File: config.mk
export PLATFORM = sky130hd
export DESIGN_NAME = rr_reg_arbiter
export DESIGN_NICKNAME = d
export VERILOG_FILES = /design/src/rtl/rr_reg_arbiter.sv
export SDC_FILE = /design/constraint.sdc
export NUM_CORES = 1
export LEC_CHECK = 0
export BUFFER_PORTS_ARGS = -buffer_cell sky130_fd_sc_hd__buf_2
export CORE_MARGIN = 5
export CORE_UTILIZATION = 45
export CTS_BUF_LIST = sky130_fd_sc_hd__clkbuf_16
export CTS_CLUSTER_DIAMETER = 40
export CTS_CLUSTER_SIZE = 30
export DETAILED_ROUTE_END_ITERATION = 6
export HOLD_SLACK_MARGIN = 0.15
export PLACE_DENSITY = 0.78
export SLEW_MARGIN = 5
export SYNTH_ARGS = -nofsm -noshare
export SYNTH_HDL_FRONTEND = slang
export SYNTH_SLANG_ARGS = --single-unit
File: constraint.sdc
create_clock -name clk -period 3.8 [get_ports clk]
set_clock_uncertainty 0.2 [all_clocks]
set_input_delay 0.57 -clock clk [delete_from_list [all_inputs] [get_ports clk]]
set_output_delay 0.57 -clock clk [all_outputs]
set_load 0.03 [all_outputs]
File: src/rtl/rr_reg_arbiter.sv
// rr_reg_arbiter: round-robin write arbiter for one shared register with post-write hold-off
module rr_reg_arbiter #(
    parameter int NUM_REQ = 4,
    parameter int DATA_W = 8,
    parameter int HOLD_CYC = 2,
    localparam int OWNER_W = NUM_REQ > 1 ? $clog2(NUM_REQ) : 1
) (
    input  logic                      clk,
    input  logic                      reset_n,
    input  logic [NUM_REQ-1:0]        req,
    input  logic [NUM_REQ*DATA_W-1:0] wr_data,
    output logic [NUM_REQ-1:0]        gnt,
    output logic [DATA_W-1:0]         q,
    output logic [DATA_W-1:0]         q_not,
    output logic [OWNER_W-1:0]        owner,
    output logic                      valid,
    output logic                      busy
);
    localparam int CNT_W = HOLD_CYC > 1 ? $clog2(HOLD_CYC) : 1;

    typedef enum logic [1:0] {IDLE, GRANT, HOLD} state_t;

    state_t             state;
    logic [OWNER_W-1:0] ptr, sel, pick, sel_next;
    logic [CNT_W-1:0]   cnt;

    // downward scan so the requester closest to ptr wins
    always_comb begin
        pick = ptr;
        for (int i = NUM_REQ - 1; i >= 0; i--)
            if (req[(int'(ptr) + i) % NUM_REQ]) pick = OWNER_W'((int'(ptr) + i) % NUM_REQ);
    end

    assign sel_next = OWNER_W'((int'(sel) + 1) % NUM_REQ);
    assign gnt      = (state == GRANT && req[sel]) ? NUM_REQ'(1) << sel : '0;
    assign busy     = state != IDLE;
    assign q_not    = ~q;

    always_ff @(posedge clk or negedge reset_n) begin
        if (!reset_n) begin
            state <= IDLE;
            ptr   <= '0;
            sel   <= '0;
            cnt   <= '0;
            q     <= '0;
            owner <= '0;
            valid <= 1'b0;
        end else begin
            case (state)
                IDLE: begin
                    if (|req) begin
                        sel   <= pick;
                        state <= GRANT;
                    end
                end
                GRANT: begin
                    if (req[sel]) begin
                        q     <= wr_data[sel*DATA_W +: DATA_W];
                        owner <= sel;
                        valid <= 1'b1;
                        ptr   <= sel_next;
                    end
                    cnt   <= '0;
                    state <= (req[sel] && HOLD_CYC > 0) ? HOLD : IDLE;
                end
                HOLD: begin
                    cnt <= cnt + 1'b1;
                    if (int'(cnt) >= HOLD_CYC - 1) state <= IDLE;
                end
                default: state <= IDLE;
            endcase
        end
    end
endmodule

==> results.md <==
* Post-synth EDFFs at 0
* CTS tree: yes
* Final WS setup at 1030 ps
* Clock share of power at 14.9%
* Clk Latency, worst-skew pair at 250 ps
* Fraction of registers with async set/reset at 100%
* Reg power frac at 28.6%
* R2R Setup Slk at 1760 ps
* Multi-input gate area at 654 um^2
* Endpoint class of the critical path: output port
* Period minus WS final at 2770 ps
* RSZ-0062 raised after global routing: false
* Yosys warnings at 0
* Post-synthesis sequential area ratio at 38.2%
* Fin. max-slew vios at 0
* Final Util at 63.6%
* WP data arrival at 2000 ps
* Sw frac at 45.4%
* Yosys cell types at 26
* Gr ovfl total at 0
* Sink Count at 18
* Max Cap Violations at 0
* H-tree depth at 1
* Int Pwr at 0.767 mW
* Cells after synthesis at 99
* I/O pin cnt at 62
* Max VDD drop at 0.516 mV
* Die area at 3750 um^2
* Pin count of the biggest net entering global routing at 19
* Vias in the first global route at 930
* Fin area at 1590 um^2
* CP Max Fanout at 15
* Worst R2R End: ptr[1]$_DFFE_PN0P_
* Cell Rows at 18
* Dominant synthesized flop cell: dfrtp_1
* Total CTS buffers at 3
* Cell count after placement at 187
* Synth top area cells: dfrtp_1, mux4_2, ha_1
* GRT Total Usage at 14.8%
* Initial core utilization at 47.2%
* Cell area after synthesis at 1180 um^2
* Fill cells at 188
* Combinational share of power at 56.6%
* Layout cells sized above 1 at 51.2%
* Max Root-Sink Buffers at 2
* Psw at 0.638 mW
* R2r startpoint: sel[1]$_DFFE_PN0P_
* Fin. Hold Viols at 0
* Hold_sp: valid$_DFFE_PN0P_
* Setup Fix Bufs, Post-CTS at 0
* Post-DRT Antenna Nets at 0
* Die Span Y at 61.2 um
* Post-synth top cells: dfrtp_1, inv_1, ha_1, mux4_2, nand2_1
* Synth Net Count at 145
* Register Area at 450 um^2
* Cell with the most instances after synthesis: dfrtp_1
* DP Worst Slack at 1270 ps
* Wire per inst at 14.0 um
* Worst setup path class: reg -> out
* Routed wire length at 2.68 mm
* Reg2Reg Depth at 4
* Fin cells at 192
* # port buffers at 61
* Status: finished, final reports clean
* First-pass GRT wire length at 4.06 mm
* Yosys top cell area share at 38.2%
* Leakage at 0.835 nW
* Setup-failing EPs final at 0
* Via density at 5.03
* Maximum achievable frequency at 361 MHz
* Area leader, netlist: dfrtp_1
* Clock slew at reported path FFs at 50 ps
* DRC at 0
* Core area at 2500 um^2
* Slew HR at 57.5%
* Synth-to-Final Area Change at 34.7%
* Synthesized area per cell at 11.9 um^2
* Ant. Diodes at 0
* Pwr/cell area at 884 nW/um^2
* Hpwl dp at 2.19 mm
* RePlAce Congestion at 0.831
* Hold depth at 1
* Hold endpoint: valid$_DFFE_PN0P_
* Final nets at 209
* Startpoint types: flip-flop
* DP Area at 1500 um^2
* Die X at 61.2 um
* Via count at 965
* CTS root buffer: clkbuf_16
* Initial antenna violation count at 0
* Worst min path class: reg -> reg
* WP data required at 3030 ps
* DRT iter0 DRCs at 27
* Worst-margin pin slew at 637 ps
* Fin crit share at 72.9%
* Sum of negative setup slack at 0 ps
* Register bit total from synthesis at 18
* DR pass1 iterations at 4
## final cells by class
class / count / area share [%]
clock buffer: 3 / 4.72
timing repair buffer: 62 / 19.8
sequential: 18 / 28.3
tap: 30 / 2.36
multi-input combinational: 64 / 41.2
inverter: 14 / 3.31
clock inverter: 1 / 0.236
## worst max-delay path, stage by stage, from the launching register on
cell and delay (ps):
dfrtp_1 680, mux2_2 410, nand3_2 120, nand2_4 160, and2_1 200, buf_2 170
## per-stage QoR
stage | hold slack [ps] | power [mW]
after detailed placement | 251 | 1.21
after CTS | 262 | 1.43
after floorplan | 74.4 | 1.01
after global routing | 294 | 1.51
final | 265 | 1.40
after global placement | 245 | 1.19
## state kept, by name (all words and copies together) (netlist names)
| register | count |
|---|---|
| cnt | 1 |
| owner | 2 |
| ptr | 2 |
| q | 8 |
| sel | 2 |
| state | 2 |
| valid | 1 |
## routing by layer
| metal | wire length, um | up-vias | track usage [%] |
|---|---|---|---|
| li1 | - | 473 | - |
| met1 | 1070 | 441 | 18.6 |
| met2 | 1270 | 49 | 25.2 |
| met3 | 319 | 2 | 2.94 |
| met4 | 24 | 0 | 5.57 |
| met5 | 0 | - | 0 |
## logic make-up after synthesis
kind of cell               count (synthesis)  synth area share, %
AOI/OAI and AO/OA                         14                 7.64
and+or+nand+nor                           21                 10.1
DFF                                       18                 38.2
buffers and inverters                     17                 6.36
muxes                                     21                 29.3
adders and majority gates                  8                 8.48
## placed cells by master, fill, tap and decap left out, types with 2 or more instances in the layout
cell type / instances
nand2_1: 7
and2_1: 4
mux4_2: 8
mux2_4: 5
dfrtp_1: 18
mux2_1: 5
inv_1: 14
a31oi_1: 2
clkbuf_16: 3
mux2_2: 3
ha_1: 8
buf_2: 61
o21ai_0: 4
nor2_1: 3
nor2b_1: 3
nand3_2: 2
a21oi_1: 2
## power by group through the flow
stage               combinational [mW]  clock, mW  sequential (mW)
floorplan                        0.548          0            0.459
global placement                 0.789          0            0.399
detailed placement               0.804          0            0.406
CTS                              0.807      0.216            0.404
global route                     0.864      0.224            0.422
finish                           0.795      0.209            0.401
## worst max path at each step
stage,slack (ps),startpoint,to,cells past startpoint
2_1_floorplan,1570,req[2],gnt[0],5
3_3_place_gp,1330,sel[1]$_DFFE_PN0P_,gnt[0],5
3_5_place_dp,1270,sel[1]$_DFFE_PN0P_,gnt[1],5
4_1_cts,1000,sel[1]$_DFFE_PN0P_,gnt[1],5
5_1_grt,920,sel[1]$_DFFE_PN0P_,gnt[2],5
6_report,1030,sel[1]$_DFFE_PN0P_,gnt[1],5
## repair_timing
item / 4_1_cts / 5_1_grt
hold buffers: 1 / 0
hold endpoints to repair: 18 / 0
gates resized for setup: 0 / 0
No activity file was read; power rests on OpenSTA's default activity.
